`src/rtl/memory_stage_pkg.sv`:
```
// Shared types for the MEM stage of the RV64 core: execute/memory bundles,
// data-bus request/response, access size and MEM FSM encodings.
package memory_stage_pkg;

  localparam int XLEN  = 64;        // data/address width in bits
  localparam int BYTES = XLEN / 8;  // bus byte lanes (strobe width)

  typedef logic [XLEN-1:0]  word_t;
  typedef logic [BYTES-1:0] strobe_t;

  // Access size as carried in ctl.memSize (log2 of the byte count).
  typedef enum logic [1:0] {
    MSIZE1 = 2'b00,
    MSIZE2 = 2'b01,
    MSIZE4 = 2'b10,
    MSIZE8 = 2'b11
  } msize_t;

  // MEM stage sequencing.
  typedef enum logic [1:0] {
    IDLE = 2'd0,
    REQ  = 2'd1,
    DONE = 2'd2
  } mem_state_t;

  typedef struct packed {
    logic   regWrite;
    logic   memRead;
    logic   memWrite;
    msize_t memSize;
    logic   memUnsigned;
  } control_t;

  // Bundle from execute. rd is the destination register index here.
  typedef struct packed {
    word_t       alu_out;    // effective address for loads/stores
    word_t       pc;
    word_t       sextimm;
    word_t       storedata;
    logic [4:0]  rd;
    control_t    ctl;
  } execute_data_t;

  // Bundle to writeback. rd carries the load result; dst is the register index.
  typedef struct packed {
    word_t       alu_out;
    word_t       pc;
    word_t       sextimm;
    word_t       rd;
    logic [4:0]  dst;
    control_t    ctl;
    logic        misaligned;
  } memory_data_t;

  typedef struct packed {
    logic    valid;
    word_t   addr;
    msize_t  size;
    strobe_t strobe;
    word_t   data;
  } dbus_req_t;

  typedef struct packed {
    logic  addr_ok;
    logic  data_ok;
    word_t data;
  } dbus_resp_t;

  // Lane mask of an access of the given size starting at lane 0.
  function automatic strobe_t size_mask(input msize_t size);
    strobe_t mask;
    case (size)
      MSIZE1:  mask = strobe_t'(8'h01);
      MSIZE2:  mask = strobe_t'(8'h03);
      MSIZE4:  mask = strobe_t'(8'h0F);
      default: mask = strobe_t'(8'hFF);
    endcase
    return mask;
  endfunction

endpackage

```
`src/rtl/memory_stage_align.sv`:
```
// mem_align: purely combinational lane steering for the MEM stage.
// Produces store strobe/data, the formatted load result and the
// misalignment flag from the low address bits and the access size.
module mem_align
  import memory_stage_pkg::*;
(
  input  logic [2:0]       addr_off,     // low address bits (byte offset in the bus word)
  input  msize_t           size,
  input  logic             is_unsigned,
  input  logic [XLEN-1:0]  storedata,
  input  logic [XLEN-1:0]  rdata,
  output logic [BYTES-1:0] strobe,
  output logic [XLEN-1:0]  wdata,
  output logic [XLEN-1:0]  load_result,
  output logic             misaligned
);

  logic [5:0]      bit_off;
  logic [XLEN-1:0] shifted;

  assign bit_off = {addr_off, 3'b000};
  assign strobe  = size_mask(size) << addr_off;
  assign wdata   = storedata << bit_off;
  assign shifted = rdata >> bit_off;

  // Natural alignment: the offset must be a multiple of the access size.
  always_comb begin
    // NOTE: defaults first so every path assigns every output and no latch is inferred.
    misaligned = 1'b0;
    case (size)
      MSIZE1:  misaligned = 1'b0;
      MSIZE2:  misaligned = addr_off[0];
      MSIZE4:  misaligned = |addr_off[1:0];
      default: misaligned = |addr_off;
    endcase
  end

  // Truncate the shifted read data to the access size, then sign/zero-extend.
  // A double-word load already fills the register, so memUnsigned has no effect.
  always_comb begin
    load_result = shifted;
    case (size)
      MSIZE1: load_result = is_unsigned ? {{(XLEN-8){1'b0}}, shifted[7:0]}
                                        : {{(XLEN-8){shifted[7]}}, shifted[7:0]};
      MSIZE2: load_result = is_unsigned ? {{(XLEN-16){1'b0}}, shifted[15:0]}
                                        : {{(XLEN-16){shifted[15]}}, shifted[15:0]};
      MSIZE4: load_result = is_unsigned ? {{(XLEN-32){1'b0}}, shifted[31:0]}
                                        : {{(XLEN-32){shifted[31]}}, shifted[31:0]};
      default: load_result = shifted;
    endcase
  end

endmodule

```
`src/rtl/memory_stage.sv`:
```
// memory_stage: MEM stage of the RV64 core. Accepts the execute bundle,
// issues at most one data-bus access per instruction, waits for data_ok,
// and hands a registered bundle to writeback over a valid/ready handshake.
module memory_stage
  import memory_stage_pkg::*;
(
  input  logic          clk,
  input  logic          reset,
  input  logic          in_valid,
  output logic          in_ready,
  input  execute_data_t dataE,
  output logic          out_valid,
  input  logic          out_ready,
  output memory_data_t  dataM,
  output dbus_req_t     dreq,
  input  dbus_resp_t    dresp
);

  mem_state_t    state_q, state_d;
  execute_data_t req_q, req_d;         // instruction held while its bus access is open
  memory_data_t  data_m_q, data_m_d;   // bundle presented to writeback

  execute_data_t align_src;
  logic          accept;
  logic          is_mem_op;
  strobe_t       al_strobe;
  word_t         al_wdata;
  word_t         al_load;
  logic          al_misaligned;
  logic          unused_addr_ok;

  // The bus acknowledges completion with data_ok only; address acceptance is not tracked.
  assign unused_addr_ok = dresp.addr_ok;

  // Handshake: a new instruction enters when idle or when the finished one leaves.
  assign in_ready  = (state_q == IDLE) || ((state_q == DONE) && out_ready);
  assign accept    = in_valid && in_ready;
  assign out_valid = (state_q == DONE);
  assign dataM     = data_m_q;
  assign is_mem_op = dataE.ctl.memRead || dataE.ctl.memWrite;

  // While an access is open the aligner works on the held request (stable
  // dreq fields, load formatting); otherwise it screens the incoming one.
  assign align_src = (state_q == REQ) ? req_q : dataE;

  mem_align u_align (
    .addr_off    (align_src.alu_out[2:0]),
    .size        (align_src.ctl.memSize),
    .is_unsigned (align_src.ctl.memUnsigned),
    .storedata   (align_src.storedata),
    .rdata       (dresp.data),
    .strobe      (al_strobe),
    .wdata       (al_wdata),
    .load_result (al_load),
    .misaligned  (al_misaligned)
  );

  // Build the writeback bundle from an execute bundle plus result/flag.
  function automatic memory_data_t make_out(input execute_data_t e,
                                            input word_t         result,
                                            input logic          misaligned);
    memory_data_t m;
    m.alu_out    = e.alu_out;
    m.pc         = e.pc;
    m.sextimm    = e.sextimm;
    m.rd         = result;
    m.dst        = e.rd;
    m.ctl        = e.ctl;
    m.misaligned = misaligned;
    return m;
  endfunction

  // Next-state and datapath update for the IDLE/REQ/DONE sequencer.
  always_comb begin
    state_d  = state_q;
    req_d    = req_q;
    data_m_d = data_m_q;
    case (state_q)
      IDLE, DONE: begin
        if (accept) begin
          req_d = dataE;
          if (!is_mem_op) begin
            state_d  = DONE;
            data_m_d = make_out(dataE, '0, 1'b0);
          end else if (al_misaligned) begin
            // Misaligned accesses never reach the bus.
            state_d  = DONE;
            data_m_d = make_out(dataE, '0, 1'b1);
          end else begin
            state_d = REQ;
          end
        end else if ((state_q == DONE) && out_ready) begin
          state_d = IDLE;
        end
      end
      REQ: begin
        if (dresp.data_ok) begin
          state_d  = DONE;
          data_m_d = make_out(req_q, req_q.ctl.memRead ? al_load : '0, 1'b0);
        end
      end
      default: state_d = IDLE;
    endcase
  end

  // Bus request: driven only in REQ, straight from the held instruction.
  always_comb begin
    dreq = '0;
    if (state_q == REQ) begin
      dreq.valid = 1'b1;
      dreq.addr  = req_q.alu_out;
      dreq.size  = req_q.ctl.memSize;
      if (req_q.ctl.memWrite) begin
        dreq.strobe = al_strobe;
        dreq.data   = al_wdata;
      end
    end
  end

  // State registers with synchronous reset.
  always_ff @(posedge clk) begin
    // NOTE: non-blocking assignments so every flop samples pre-edge values.
    if (reset) begin
      state_q  <= IDLE;
      req_q    <= '0;
      data_m_q <= '0;
    end else begin
      state_q  <= state_d;
      req_q    <= req_d;
      data_m_q <= data_m_d;
    end
  end

endmodule

```
`config.mk`:
```
export PLATFORM = sky130hd
export DESIGN_NAME = memory_stage
export DESIGN_NICKNAME = d
export VERILOG_FILES = /design/src/rtl/memory_stage_pkg.sv /design/src/rtl/memory_stage_align.sv /design/src/rtl/memory_stage.sv
export SDC_FILE = /design/constraint.sdc
export NUM_CORES = 1
export LEC_CHECK = 0
export ABC_AREA = 1
export CAP_MARGIN = 15
export CORE_AREA = 10 10 279 281
export DETAILED_ROUTE_END_ITERATION = 8
export DIE_AREA = 0 0 289 291
export PLACE_DENSITY = 0.75
export SLEW_MARGIN = 30
export SYNTH_ARGS = -nofsm -noshare
export SYNTH_HDL_FRONTEND = slang
export SYNTH_SLANG_ARGS = --single-unit
```
`constraint.sdc`:
```
create_clock -name clk -period 5.06 [get_ports clk]
set_clock_uncertainty 0.1 [all_clocks]
set_input_delay 0.506 -clock clk [delete_from_list [all_inputs] [get_ports clk]]
set_output_delay 0.506 -clock clk [all_outputs]
set_load 0.05 [all_outputs]
```
==> metrics.cfg <==
[setup_path]
end_kind = output pin
r2r_cells = 13
timing.rr.end = dataM[181]$_SDFFE_PP0P_
path_delay_family = simple AND/OR/NAND/NOR gates
worst-r2r-setup-slack_ns = 0.97
critPathLaunchType = register
worstPathMaxFanout = 53
critical_path_depth = 9
crit_chain = nand2_8, nand2_4, nand2_4, o21ai_0, nand2_1, o21ai_0, inv_1, nor2_1, clkdlybuf4s50_1
critPathRequiredTime_ns = 4.45
crit_type = reg -> out
critPathMaxStageDelay_ns = 0.81
critical_path_buf_inv_count = 2
cpMaxStageDelayCell = clkdlybuf4s50_1
crit_arrival_ns = 4.05
r2r_start = state_q[0]$_SDFFE_PP0P_

[synth]
yosysTopAreaCell = dfxtp_1
synth_area_leaders = dfxtp_1 (41%), nand2_1 (22%), a21oi_1 (9.2%)
ys_types = 35
synth_cells = 4125
ys_seq_area_share_pct = 41.04
avgSynthCellArea_um2 = 6.350
synth_seq_cells = 537
netlist_area_um2 = 26190
synth_top_area_share_pct = 41.04
synth_warnings = 0
syn_nets = 4462

[clock_network]
cts_htree_levels = 2
cts_buffers = 59
cts.clk_slew.worst_paths_ns = 0.06
cts_sinks = 537
cts_setup_buffers = 0
clock_latency_ns = 0.67
tritoncts = done
postCtsHoldBufs = 0
cts_resized = 0
clk_path_buf_depth = 3
clock-root-buffer = clkbuf_16

[drt]
routedWlPerCell_um = 19.81
vias = 29080
first_pass_iters = 6
post-route-drc-count = 0
drt-initial-drc-count = 2803
drt-total-wl_mm = 113.0
drtAntennaViolNets = 0
post_drt_via_cell_ratio = 5.101

[floorplanning]
die_h_um = 291
rows = 99
pin_count = 746
start_util_pct = 36.21
design.core.area_um2 = 72340
die-area_um2 = 84100
die_w_um = 289

[worst_hold_path]
hold_start = reset
worstHoldPathCells = 2
hold_path_class = in -> reg
hold_end = dataM[119]$_SDFFE_PP0P_

[timing]
fin_crit_sh_pct = 91.93
period_needed_ns = 4.652
fin_tns_setup_ns = 0
rsz0062_at_grt = no
finalSetupViolCount = 0
drv_slew = 0
maxSlewHeadroom_pct = 31.71
hold_viol_final = 0
fin_ws_ns = 0.4085
fmax_mhz = 215.0
holdWs_ns = 0.2320
tightestPinTransition_ns = 1.024

[cells_and_area]
fin_util_pct = 50.73
multi_input_area_um2 = 13230
drive_gt1_share_pct = 5.587
final_cells = 5701
seqCellArea_um2 = 10750
fillers = 7114
fin_nets = 4995
syn_to_final_growth_pct = 40.12

[global_route]
grt_pass1_wl_mm = 165.9
grt_overflow_total = 0
grt_antenna_before_repair = 49
grt_max_degree = 186
grt_util_all_layers_pct = 25.29
grt_pass1_vias = 26403

[status]
status = completed

[pwr]
p_leak_nw = 14.73
powerDensity_nw_per_um2 = 355.0
worst_ir_drop_vdd_mv = 0.3814

[job]
drv_cap = 0

[place]
io_buffers = 744
dp_cells = 5556
gp_congestion = 0.9275
hpwl_mm = 80.15
pre_cts_ws_ns = 1.080

per-layer routing:
layer  part of all wire [%]  vias to the layer above  GRT usage (%)
met3                     11                      206          8.470
met2                     46                     1236          40.26
li1                       -                    14292              -
met5                   0.11                        -              0
met1                     39                    13326          30.60
met4                    3.8                       20          10.92
through the flow:
step	area (µm²)	total power [mW]
3_5_place_dp	34540	8.543
2_1_floorplan	26190	7.232
3_3_place_gp	34510	8.494
6_report	36700	13.03
5_1_grt	36690	13.63
4_1_cts	36610	13.11
flip-flops by register name (all words and copies together), names as in the netlist:
| name | cells |
|---|---|
| req_q | 267 |
| dataM | 268 |
| state_q | 2 |
cell families (layout without fill, tap and decap cells):
group / after synthesis / in the layout / share of synthesized area [%]
mux: 10 / 10 / 0.3822
buf+inv: 534 / 1116 / 8.603
compound gates: 988 / 988 / 19.53
other cells: 0 / 35 / 0
simple gates: 2056 / 2056 / 30.44
flops: 537 / 537 / 41.04
layout by cell type (no fill, tap or decap), drive strengths merged:
cell type,netlist,final
nand4,1,1
nor2,394,394
nand3,102,102
o22ai,18,18
diode,0,35
inv,212,214
a21oi,484,484
nand2,1549,1549
a21boi,1,1
or2,10,10
clkdlybuf4s50,0,673
dfxtp,537,537
o21ai,430,430
buf,101,117
a211oi,23,23
a31oi,7,7
o32ai,1,1
bufinv,0,4
clkbuf,217,83
o211ai,22,22
o221ai,1,1
clkinv,4,22
clkinvlp,0,3
mux2i,10,10
a221o,1,1
power breakdown:
part	total [mW]	internal, mW	switching (mW)
combinational	3.70	1.18	2.52
clock	4.55	2.62	1.93
sequential	4.78	4.61	0.170
total	13.0	8.41	4.62
Yosys cell counts (all sizes together):
cell type and count:
nor2 394, o221ai 1, dfxtp 537, a221o 1, a21oi 484, clkinv 4, o32ai 1, nand2 1549
or2 10, nand3 102, a21boi 1, buf 101, o211ai 22, mux2i 10, o22ai 18, o21ai 430
inv 212, a31oi 7, nand4 1, clkbuf 217, a211oi 23
layout make-up:
type / count / area share [%]
clock inverter: 27 / 0.9171
sequential: 537 / 29.29
multi-input combinational: 3054 / 36.04
tap: 959 / 3.269
inverter: 216 / 2.260
antenna: 35 / 0.2386
timing repair buffer: 790 / 23.25
clock buffer: 83 / 4.732
worst max-delay path by stage:
stage / startpoint / slack (ns) / end
2_1_floorplan: state_q[0]$_SDFFE_PP0P_ / 1.49 / dreq[0]
3_3_place_gp: state_q[0]$_SDFFE_PP0P_ / 1.14 / dataM[128]$_SDFFE_PP0P_
3_5_place_dp: state_q[0]$_SDFFE_PP0P_ / 1.08 / dataM[143]$_SDFFE_PP0P_
4_1_cts: state_q[0]$_SDFFE_PP0P_ / 0.39 / dreq[42]
5_1_grt: state_q[0]$_SDFFE_PP0P_ / 0.12 / dreq[31]
6_report: state_q[0]$_SDFFE_PP0P_ / 0.41 / dreq[24]
(Power assumes the default switching activity.)
